<file path="config.mk">
export PLATFORM = sky130hd
export DESIGN_NAME = pgm_sched
export DESIGN_NICKNAME = d
export VERILOG_FILES = /design/src/rtl/pgm_pkg.sv /design/src/rtl/pgm_sched_rdpipe.sv /design/src/rtl/pgm_sched.sv
export SDC_FILE = /design/constraint.sdc
export NUM_CORES = 1
export LEC_CHECK = 0
export ABC_AREA = 1
export CAP_MARGIN = 20
export CORE_ASPECT_RATIO = 0.9
export CORE_UTILIZATION = 49
export DETAILED_ROUTE_END_ITERATION = 7
export PLACE_DENSITY = 0.83
export REMOVE_ABC_BUFFERS = 1
export SYNTH_ARGS = -nofsm -noshare
export SYNTH_HDL_FRONTEND = slang
export SYNTH_SLANG_ARGS = --single-unit
</file>
<file path="constraint.sdc">
create_clock -name clk -period 2.6 [get_ports clk]
set_input_delay 0.52 -clock clk [delete_from_list [all_inputs] [get_ports clk]]
set_output_delay 0.52 -clock clk [all_outputs]
set_load 0.05 [all_outputs]
</file>
<file path="src/rtl/pgm_pkg.sv">
// Shared types and default widths for the packet-generator replay scheduler.
package pgm_pkg;
  localparam int DEF_ADDR_W = 7;
  localparam int DEF_RAM_W  = 144;
  localparam int DEF_CNT_W  = 32;
  localparam int DEF_GAP_W  = 16;
  localparam int BEAT_W     = 134;

  localparam logic [1:0] HDR_HEAD = 2'b01;
  localparam logic [1:0] HDR_BODY = 2'b11;
  localparam logic [1:0] HDR_TAIL = 2'b10;

  typedef enum logic [2:0] {
    IDLE,
    ARM,
    READ,
    GAP,
    CHECK,
    FIN
  } state_t;
endpackage

</file>
<file path="src/rtl/pgm_sched_rdpipe.sv">
// Two-stage PGM_RAM read pipeline: tags each issued read, registers the returned beat.
// With PGM_SCHED_TS_EN defined, the first beat of each packet carries a cycle stamp in [31:0].
module pgm_sched_rdpipe
  import pgm_pkg::*;
#(
  parameter int RAM_W = DEF_RAM_W
) (
  input  logic              clk,
  input  logic              rst_n,
  input  logic              rd_en,
  input  logic              rd_first,
  input  logic              rd_last,
  input  logic [RAM_W-1:0]  rdata,
  output logic [BEAT_W-1:0] out_data,
  output logic              out_data_wr,
  output logic              out_valid,
  output logic              out_valid_wr,
  output logic              busy
);
  logic              vld1;
  logic              last1;
  logic [BEAT_W-1:0] beat;
  logic              unused_hi;

  assign unused_hi = ^rdata[RAM_W-1:BEAT_W];

`ifdef PGM_SCHED_TS_EN
  logic        first1;
  logic [31:0] ts_cnt;

  always_ff @(posedge clk or negedge rst_n) begin
    if (!rst_n) begin
      first1 <= 1'b0;
      ts_cnt <= '0;
    end else begin
      first1 <= rd_en & rd_first;
      ts_cnt <= ts_cnt + 32'd1;
    end
  end

  // +1 so the stamp equals the counter value while the beat sits on the output.
  always_comb begin
    beat = rdata[BEAT_W-1:0];
    if (first1) beat[31:0] = ts_cnt + 32'd1;
  end
`else
  logic unused_first;
  assign unused_first = rd_first;
  assign beat         = rdata[BEAT_W-1:0];
`endif

  always_ff @(posedge clk or negedge rst_n) begin
    if (!rst_n) begin
      vld1         <= 1'b0;
      last1        <= 1'b0;
      out_data     <= '0;
      out_data_wr  <= 1'b0;
      out_valid    <= 1'b0;
      out_valid_wr <= 1'b0;
    end else begin
      vld1         <= rd_en;
      last1        <= rd_en & rd_last;
      out_data_wr  <= vld1;
      out_valid_wr <= vld1 & last1;
      out_valid    <= vld1 & last1;
      if (vld1) out_data <= beat;
    end
  end

  assign busy = vld1 | out_data_wr;
endmodule

</file>
<file path="src/rtl/pgm_sched.sv">
// Replays the PGM_RAM template cfg_pkt_num times (0 = until stop) with cfg_gap idle cycles between copies.
// Optional macro PGM_SCHED_TS_EN: timestamp the first beat of every packet (see pgm_sched_rdpipe).
module pgm_sched
  import pgm_pkg::*;
#(
  parameter int ADDR_W = DEF_ADDR_W,
  parameter int RAM_W  = DEF_RAM_W,
  parameter int CNT_W  = DEF_CNT_W,
  parameter int GAP_W  = DEF_GAP_W
) (
  input  logic              clk,
  input  logic              rst_n,
  input  logic              start,
  input  logic              stop,
  input  logic [ADDR_W-1:0] tmpl_last_addr,
  input  logic [CNT_W-1:0]  cfg_pkt_num,
  input  logic [GAP_W-1:0]  cfg_gap,
  output logic              rd2ram_rd_en,
  output logic [ADDR_W-1:0] rd2ram_addr,
  input  logic [RAM_W-1:0]  ram2rd_rdata,
  output logic [133:0]      out_data,
  output logic              out_data_wr,
  output logic              out_valid,
  output logic              out_valid_wr,
  input  logic              in_alf,
  output logic              busy,
  output logic              done,
  output logic [CNT_W-1:0]  sent_cnt
);
  state_t            state, state_nxt;
  logic [ADDR_W-1:0] last_q, rd_addr;
  logic [CNT_W-1:0]  pkt_num_q, issued;
  logic [GAP_W-1:0]  gap_q, gap_cnt;
  logic              stop_q, rd_last, finish, pipe_busy;

  assign rd_last = (rd_addr == last_q);
  // Count issued packets, not emitted ones: sent_cnt lags the read side by two cycles.
  assign finish  = stop_q || stop || ((pkt_num_q != '0) && (issued >= pkt_num_q));

  always_comb begin
    state_nxt = state;
    case (state)
      IDLE:  if (start) state_nxt = ARM;
      ARM:   state_nxt = CHECK;
      CHECK: begin
        if (finish) begin
          if (!pipe_busy) state_nxt = FIN;
        end else if (!in_alf) begin
          state_nxt = READ;
        end
      end
      READ:  if (rd_last) state_nxt = (gap_q != '0) ? GAP : CHECK;
      GAP:   if (gap_cnt == gap_q - GAP_W'(1)) state_nxt = CHECK;
      FIN:   state_nxt = IDLE;
      default: state_nxt = IDLE;
    endcase
  end

  always_ff @(posedge clk or negedge rst_n) begin
    if (!rst_n) begin
      state     <= IDLE;
      last_q    <= '0;
      pkt_num_q <= '0;
      gap_q     <= '0;
      rd_addr   <= '0;
      gap_cnt   <= '0;
      issued    <= '0;
      sent_cnt  <= '0;
      stop_q    <= 1'b0;
    end else begin
      state <= state_nxt;

      if (state == IDLE || state == FIN) stop_q <= 1'b0;
      else if (stop)                     stop_q <= 1'b1;

      if (state == READ) rd_addr <= rd_last ? '0 : rd_addr + ADDR_W'(1);

      gap_cnt <= (state == GAP) ? gap_cnt + GAP_W'(1) : '0;

      if (state == ARM) begin
        last_q    <= tmpl_last_addr;
        pkt_num_q <= cfg_pkt_num;
        gap_q     <= cfg_gap;
        issued    <= '0;
        sent_cnt  <= '0;
      end else begin
        if (state == READ && rd_last && issued != '1) issued <= issued + CNT_W'(1);
        if (out_valid_wr && sent_cnt != '1) sent_cnt <= sent_cnt + CNT_W'(1);
      end
    end
  end

  assign rd2ram_rd_en = (state == READ);
  assign rd2ram_addr  = rd_addr;
  assign busy         = (state != IDLE);
  assign done         = (state == FIN);

  pgm_sched_rdpipe #(
    .RAM_W (RAM_W)
  ) u_rdpipe (
    .clk          (clk),
    .rst_n        (rst_n),
    .rd_en        (rd2ram_rd_en),
    .rd_first     (rd_addr == '0),
    .rd_last      (rd_last),
    .rdata        (ram2rd_rdata),
    .out_data     (out_data),
    .out_data_wr  (out_data_wr),
    .out_valid    (out_valid),
    .out_valid_wr (out_valid_wr),
    .busy         (pipe_busy)
  );
endmodule

</file>
==> results.sh <==
export IMPL_netlist_instances=1784
export IMPL_core_sq_mm=0.0281
export IMPL_crit_slowest_cell="clkdlybuf4s50_1"
export IMPL_critical_path_required_ns=2.08
export IMPL_dp_hpwl_microns=31300
export IMPL_timing_hold_worst_class="flip-flop to flip-flop"
export IMPL_area_sequential_sq_mm=0.00711
export IMPL_synthFlopType="dfrtp_1"
export IMPL_critPathTopFamily="buffers and inverters"
export IMPL_synth_largest_type_area_fraction_pct=50.6
export IMPL_postRouteAntennaNets=0
export IMPL_die_width_microns=180
export IMPL_synth_sequential_area_ratio_pct=50.6
export IMPL_synth_area_leader_cell="dfrtp_1"
export IMPL_htreeDepth=1
export IMPL_std_cell_rows=58
export IMPL_ioPinCount=383
export IMPL_use_met1_pct=37.7
export IMPL_peakVddDrop_uv=1040
export IMPL_setup_slack_ns=0.148
export IMPL_clock_root_buffer="clkbuf_16"
export IMPL_holdWs_ns=0.443
export IMPL_grtUsageMet3_pct=5.81
export IMPL_synthMostInstantiatedCell="nand2_1"
export IMPL_post_synth_num_cell_types=46
export IMPL_areaGrowthSynthToFinish_pct=36.7
export IMPL_run_status="completed"
export IMPL_async_flop_share_pct=100
export IMPL_synth_warning_count=0
export IMPL_clk_transition_reported_paths_ns=0.06
export IMPL_groute_layer_met2_usage_pct=48.3
export IMPL_arrival_ns=1.93
export IMPL_die_area_sq_mm=0.0293
export IMPL_cp_end_kind="output port"
export IMPL_grt_pass1_wl_microns=67800
export IMPL_hold_viol=0
export IMPL_finalCoreUtilization_pct=68.4
export IMPL_tritoncts_buffers=30
export IMPL_total_vias_in_the_final_route=13200
export IMPL_drt_initial_drc_count=1056
export IMPL_start_util_pct=50.0
export IMPL_cts_path_max_buffers=3
export IMPL_ys_seq_elements=284
export IMPL_cell_area_synth_sq_mm=0.0140
export IMPL_grt_ovfl_total=0
export IMPL_buf_inv_on_cp=1
export IMPL_tightest_slew_ns=0.705
export IMPL_route_detailed_drc=0
export IMPL_grt_start_max_net_pins=129
export IMPL_netlist_top_cells_count="728 x nand2_1, 284 x dfrtp_1, 160 x inv_1"
export IMPL_dieHeight_microns=163
export IMPL_power_leakage_uw=0.00904
export IMPL_layout_nets=2392
export IMPL_slew_limit_headroom_pct=52.5
export IMPL_vias_in_the_first_global_route=12800
export IMPL_worstPathMaxFanout=6
export IMPL_fmax_mhz=408
export IMPL_maxSlewViolCount=0
export IMPL_gr_max_usage_layer="met2"
export IMPL_cpPeakStageDelay_ns=0.94
export IMPL_route_detailed_wl_per_inst_microns=16.7
export IMPL_num_fill_cells=2203
export IMPL_multiInputGateArea_sq_mm=0.00607
export IMPL_crit_path_cell_trace="clkdlybuf4s50_1"
export IMPL_synthesis_area_per_instance_sq_um=7.87
export IMPL_timing_clock_skew_ns=0.00718
export IMPL_finalCritPeriodShare_pct=94.3
export IMPL_routed_wl_microns=42300
export IMPL_cts_sinks=284
export IMPL_worstSetupPathType="flip-flop to output port"
export IMPL_powerDensity_mw_per_mm2=1160
export IMPL_cts_tree="built"
export IMPL_firstDrtPassIters=5
export IMPL_post_route_min_period_ns=2.45
export IMPL_grt_antenna_before_repair=4
export IMPL_post_place_ws_ns=0.262
export IMPL_final_layout_size_suffix_gt1_share_pct=4.70
export IMPL_io_buffer_count=372
export IMPL_clkLatencyLatePin_ns=0.56
export IMPL_setup_violations=0
export IMPL_post_synth_main_area_contributors="dfrtp_1 51%, nand2_1 19%, inv_1 4.3%, ha_1 3.4%, nor2_1 3.1%"
export IMPL_drt_vias_per_instance=5.22
export IMPL_rsz0062_at_grt="no"
export IMPL_count_of_flip_flops_with_a_built_in_enable_after_synthesis=0
export IMPL_cts_repair_timing_setup_buffer_count=0
export IMPL_place_congestion=0.966
export IMPL_gr_usage_all_layers_pct=28.9
export IMPL_critPathLaunchType="flip-flop"
export IMPL_drv_max_cap_violation_count=0
layout by cell type, fill, tap and decap left out, types with 31 or more instances in the layout:
| master | instances |
|---|---|
| nand2_1 | 728 |
| clkdlybuf4s50_1 | 368 |
| dfrtp_1 | 283 |
| inv_1 | 160 |
| nor2_1 | 115 |
| o21ai_0 | 84 |
| nand3_1 | 60 |
| a21oi_1 | 46 |
| nor3_1 | 41 |
| ha_1 | 38 |
| nand4_1 | 37 |
| clkbuf_16 | 31 |
routing by layer:
layer	wire (microns)	vias to the layer above
met1	18000	6259
met2	20000	481
li1	-	6414
met5	17	-
met3	2910	83
met4	1400	2
metrics by stage:
stage               total power (uW)  area [sq um]  std cells  TNS [ns]
floorplan                      13800         13800       1728   -617.05
global placement               17700         18200       2477         0
detailed placement             18000         18200       2477         0
CTS                            22400         19200       2532         0
global route                   23500         19200       2534         0
finish                         22300         19200       2536         0
path summary, 6_finish.rpt:
check / slack, ns / cells past startpoint / endpoint / startpoint
max: 0.15 / 1 / rd2ram_addr[5] / rd2ram_addr[5]$_DFFE_PN0P_
min: 0.44 / 2 / u_rdpipe.out_valid$_DFF_PN0_ / u_rdpipe.last1$_DFF_PN0_
max reg2reg: 0.24 / 11 / issued[31]$_DFFE_PN0P_ / issued[1]$_DFFE_PN0P_
min reg2reg: 0.44 / 2 / u_rdpipe.out_valid$_DFF_PN0_ / u_rdpipe.last1$_DFF_PN0_
max in group asynchronous: 1.34 / 3 / sent_cnt[4]$_DFFE_PN0P_ / rst_n
min in group asynchronous: 0.50 / 2 / u_rdpipe.out_data[6]$_DFFE_PN0P_ / rst_n
timing repair:
action,in CTS,in global routing
endpoints found under the hold margin,52,0
resized for setup,2,0
hold buffers,1,0
endpoints found under the setup margin,2,0
state kept, by name, indices dropped and copies added (netlist names):
signal,cells
stop_q,1
rd2ram_addr,7
u_rdpipe.out_data_wr,1
sent_cnt,32
last_q,7
state,3
u_rdpipe.out_data,134
gap_cnt,16
u_rdpipe.out_valid,1
issued,32
u_rdpipe.last1,1
u_rdpipe.vld1,1
gap_q,16
pkt_num_q,32
cells by family (layout without fill, tap and decap cells):
family          Yosys count  in the layout  share of synthesized area (%)
flops                   284            284                           50.6
fa+ha+maj                38             38                           3.39
compound gates          170            170                           6.78
other cells               0              4                              0
buf+inv                 224            612                           6.26
simple gates           1027           1027                           30.4
xor+xnor                 41             41                           2.56
where the power goes:
| group | total [uW] | switching (uW) | internal [uW] |
|---|---|---|---|
| clock network | 4290 | 1800 | 2490 |
| registers | 6950 | 972 | 5970 |
| logic | 11000 | 7620 | 3420 |
cell type report:
class | instances | area share, %
flip-flops and latches | 284 | 37.0
multi-input cells | 1276 | 31.6
inverters | 168 | 3.31
repair buffers | 390 | 20.6
well taps | 360 | 2.35
clock inverters | 10 | 0.404
clock buffers | 44 | 4.71
diodes | 4 | 0.0521
Note: power is estimated with default switching activity, not from simulation.
==> RTL change 1 (config.mk and constraints unchanged) <==
Add an input register stage for `cfg_pkt_num`; this delays it by one clock. The other inputs are not delayed to match. Comments in the files are not updated.
--- a/src/rtl/pgm_sched.sv
+++ b/src/rtl/pgm_sched.sv
@@ -29,2 +29,9 @@
 );
+
+  logic [CNT_W-1:0] cfg_pkt_num_q;
+
+  always_ff @(posedge clk) begin
+    cfg_pkt_num_q <= cfg_pkt_num;
+  end
+
   state_t            state, state_nxt;
@@ -81,3 +88,3 @@
         last_q    <= tmpl_last_addr;
-        pkt_num_q <= cfg_pkt_num;
+        pkt_num_q <= cfg_pkt_num_q;
         gap_q     <= cfg_gap;
Function: same outputs for any inputs over 4 cycles, from zero or initial values and one cycle with rst_n low; that may be too few to reach the edited logic, so the function may still have changed.
==> RTL change 1 against the original RTL <==
Cell area increased by 3.3%. Routed wire length is 3.5% lower. Hold slack got worse by 0.015 ns. Clock power is 11% higher. Power grew 4.7%. Critical path type unchanged. Largest cell class unchanged. Sequential cell count increased by 32. Setup slack better by 0.050 ns. Synthesized area increased by 3.5%. Sequential share of layout area increased by 2.0 points.
==> RTL change 1: results (changes against the original RTL) <==
- Post-synth cell types: 42 (was 46)
- Met2 WL: 19.2 mm (was 20.0 mm)
- ClkCell Share: 5.55% (was 5.11%)
- Multi-input gate area: 0.00594 sq mm (was 0.00607 sq mm)
- Worst setup endpoint: done (was rd2ram_addr[5])
- GR Util met2: 44.6% (was 48.3%)
- Seq/Total Area, Yosys: 53.3% (was 50.6%)
- Hold endpoint: pkt_num_q[0] (was u_rdpipe.out_valid)
- Static leakage: 9.18 nW (was 9.04 nW)
- Total number of H-tree levels: 2 (was 1)
- Met3 Routed Length: 3.03 mm (was 2.91 mm)
- Worst EP arrival: 1.88 ns (was 1.93 ns)
- Top post-synthesis cells by count: nand2_1 (703), dfrtp_1 (284), inv_1 (155) (was nand2_1 (728), dfrtp_1 (284), inv_1 (160))
- Clk_lat worst skew: 0.51 ns (was 0.56 ns)
- FF-to-FF Start: gap_q[0] (was issued[1])
- Multi-input combinational area share: 29.9% (was 31.6%)
- XOR/XNOR share of the synthesized area: 1.99% (was 2.56%)
- Setup crit start: state[2] (was rd2ram_addr[5])
- Number of fillers in the final layout: 2301 (was 2203)
- Multi-input gates: 1236 (was 1276)
- GRT Overall Usage: 27.3% (was 28.9%)
- Hold Path Origin: cfg_pkt_num_q[0] (was u_rdpipe.last1)
- Share of cells above drive strength 1: 5.69% (was 4.70%)
- FF-to-FF setup slack: 0.30 ns (was 0.24 ns)
- Status: completed (unchanged)
- Nets: 2380 (was 2392)
- Pre-antenna DRT Iters: 6 (was 5)
- Least-Margin Pin Slew: 0.623 ns (was 0.705 ns)
- Maximum vdd drop: 0.00103 V (was 0.00104 V)
- Initial antenna violation count: 6 (was 4)
- Worst hold slack: 0.428 ns (was 0.443 ns)
- Final WS setup: 0.198 ns (was 0.148 ns)
- Synth Area in Compound Gates: 6.82% (was 6.78%)
RTL change 1: worst max-delay path: cells and delay by family, from the launching register on:
family	cells	cell delay, ns
flops	1	0.46
buf+inv	2	0.66
simple gates	1	0.25
RTL change 1: power by group through the flow:
| stage | Sequential (W) | Combinational (W) | Clock (W) |
|---|---|---|---|
| 5_1_grt | 0.00761 | 0.0119 | 0.00508 |
| 4_1_cts | 0.00744 | 0.0112 | 0.00488 |
| 3_5_place_dp | 0.00750 | 0.0111 | 0 |
| 2_1_floorplan | 0.0112 | 0.00330 | 0 |
| 3_3_place_gp | 0.00744 | 0.0109 | 0 |
| 6_report | 0.00745 | 0.0111 | 0.00477 |
RTL change 1: what timing repair did:
action	in CTS	in global routing
pin swaps	0	0
cloned	0	0
gates resized for setup	2	1
hold buffers	1	0
endpoints found under the setup margin	2	1
hold endpoints to repair	22	0
RTL change 1: kinds of logic after synthesis:
group | count (synthesis)
fa+ha+maj | 38
xor+xnor | 33
buf+inv | 217
flops | 316
simple gates | 987
compound gates | 178
==> RTL change 2 (same settings) <==
Without the edit above. Add a define of `PGM_SCHED_TS_EN`.
--- a/src/rtl/pgm_sched_rdpipe.sv
+++ b/src/rtl/pgm_sched_rdpipe.sv
@@ -2,2 +2,4 @@
 // With PGM_SCHED_TS_EN defined, the first beat of each packet carries a cycle stamp in [31:0].
+`define PGM_SCHED_TS_EN
+
 module pgm_sched_rdpipe
Behaviour: not the same (a bounded check fails within 10 cycles, from zero or initial values and one cycle with rst_n low).
==> RTL change 2 against the original RTL <==
Critical path depth is 4 higher. Sequential cell count grew 33. Highest routed layer is now met4. Setup slack improved by 0.0059 ns. Synthesized area increased by 13%. Cell area grew 11%. Largest cell class unchanged. Die area up 13%. Routed wire length is 8.9% higher. Power up 5.4%. Via count grew 12%. Synthesized cell count is 11% higher.
==> RTL change 2: results (changes against the original RTL) <==
- Least-Margin Pin Slew: 0.729 ns (was 0.705 ns)
- Max FFs per register: 134 (unchanged)
- Cts bufs inserted: 35 (was 30)
- Critical path's slowest cell: dlygate4sd2_1 (was clkdlybuf4s50_1)
- Pin count of the biggest net entering global routing: 131 (was 129)
- Seq/Total Area, Yosys: 49.9% (was 50.6%)
- Port bufs: 372 (unchanged)
- RePlAce Congestion: 0.957 (was 0.966)
- Post-synth cell types: 48 (was 46)
- Crit path max fanout: 4 (was 6)
- Hold endpoint: u_rdpipe.out_valid (unchanged)
- FF-to-FF setup slack: 0.18 ns (was 0.24 ns)
- Drt initial violations: 1016 (was 1056)
- Worst hold slack: 0.466 ns (was 0.443 ns)
- Vias in the first global route: 14390 (was 12831)
- Synth top area cells: dfrtp_1 (50%), nand2_1 (17%), inv_1 (4.3%), nor2_1 (3.8%), o21ai_0 (3.2%) (was dfrtp_1 (51%), nand2_1 (19%), inv_1 (4.3%), ha_1 (3.4%), nor2_1 (3.1%))
- Post-Synth Adder-Cell Area: 3.15% (was 3.39%)
- Number of fillers in the final layout: 2574 (was 2203)
- Seq pwr share: 31.6% (was 31.2%)
- Placed cell area: 0.0201 sq mm (was 0.0182 sq mm)
- Dominant synthesized flop cell: dfrtp_1 (unchanged)
- Setup crit start: state[0] (was rd2ram_addr[5])
- CP top delay family: buffers and inverters (unchanged)
- Clock buffer depth: 3 (unchanged)
- Sw frac: 45.3% (was 46.6%)
- RR Endpoint: sent_cnt[22] (was issued[31])
- Comb power frac: 48.1% (was 49.6%)
- Top post-synthesis cells by count: nand2_1 (700), dfrtp_1 (317), inv_1 (184) (was nand2_1 (728), dfrtp_1 (284), inv_1 (160))
- Synth Area in Compound Gates: 7.63% (was 6.78%)
- Status: completed (unchanged)
- Worst setup endpoint: busy (was rd2ram_addr[5])
- GRT Overall Usage: 27.7% (was 28.9%)
- CTS root buf: clkbuf_16 (unchanged)
- Dpl hpwl: 34.0 mm (was 31.3 mm)
- Share of cells above drive strength 1: 5.33% (was 4.70%)
- Wire length of the first global-routing pass: 73.5 mm (was 67.8 mm)
- Initial antenna violation count: 2 (was 4)
- FF-to-FF Start: sent_cnt[0] (was issued[1])
- Skew final: 0.0252 ns (was 0.00718 ns)
- Synth async-reset ratio: 100% (unchanged)
- Clk_lat worst skew: 0.53 ns (was 0.56 ns)
- XOR/XNOR share of the synthesized area: 4.24% (was 2.56%)
- WL per Instance: 16.5 microns (was 16.7 microns)
- Crit-path max cell delay: 0.45 ns (was 0.94 ns)
- Vias: 14782 (was 13239)
- Maximum vdd drop: 0.000992 V (was 0.00104 V)
- Total number of H-tree levels: 2 (was 1)
- Nets: 2601 (was 2392)
- Static leakage: 9.77 nW (was 9.04 nW)
-- RTL change 2: changes by cell type after synthesis, moves of 10 or more --
| cell | unedited run | this run |
|---|---|---|
| nor3_1 | 41 | 64 |
| inv_1 | 160 | 184 |
| o21ai_0 | 84 | 103 |
| o21ai_1 | 2 | 25 |
| xor2_1 | 23 | 47 |
| nand2_1 | 728 | 700 |
| dfrtp_1 | 284 | 317 |
| nor2_1 | 116 | 160 |
| xnor2_1 | 18 | 28 |
-- RTL change 2: area by class of cell --
type | instances | area, sq um | area share (%)
Antenna cell | 2 | 5.00 | 0.0236
Clock buffer | 48 | 996 | 4.69
Clock inverter | 13 | 108 | 0.507
Inverter | 191 | 719 | 3.39
Multi-Input combinational cell | 1416 | 6940 | 32.7
Sequential cell | 317 | 7940 | 37.4
Tap cell | 416 | 520 | 2.45
Timing Repair Buffer | 396 | 4010 | 18.9
-- RTL change 2: metrics by stage --
step	worst slack, ns	instances
detailed placement	0.354	2735
floorplan	-4.37	1924
finish	0.154	2799
global placement	0.402	2735
CTS	0.155	2797
global route	0.0424	2799
-- RTL change 2: cell families (layout without fill, tap and decap cells) --
family                   count (synthesis)  count (layout)
other                                    0               2
flip-flops                             317             317
adder cells (fa/ha/maj)                 40              40
AND/OR/NAND/NOR                       1081            1081
buffers and inverters                  255             648
AO/OA/AOI/OAI                          219             219
XOR/XNOR                                76              76
-- RTL change 2: per-layer routing --
metal	global-route usage (%)	vias to the layer above	share of wire [%]
li1	-	7105	-
met1	35.8	7048	42
met2	46.9	544	49
met3	4.85	85	7.0
met4	8.90	0	2.7
met5	0	-	0
-- RTL change 2: timing repair --
item                                   in CTS  in global routing
hold buffers                                1                  0
endpoints found under the hold margin      45                  0
setup endpoints to repair                   2                  0
gates resized for setup                     2                  0
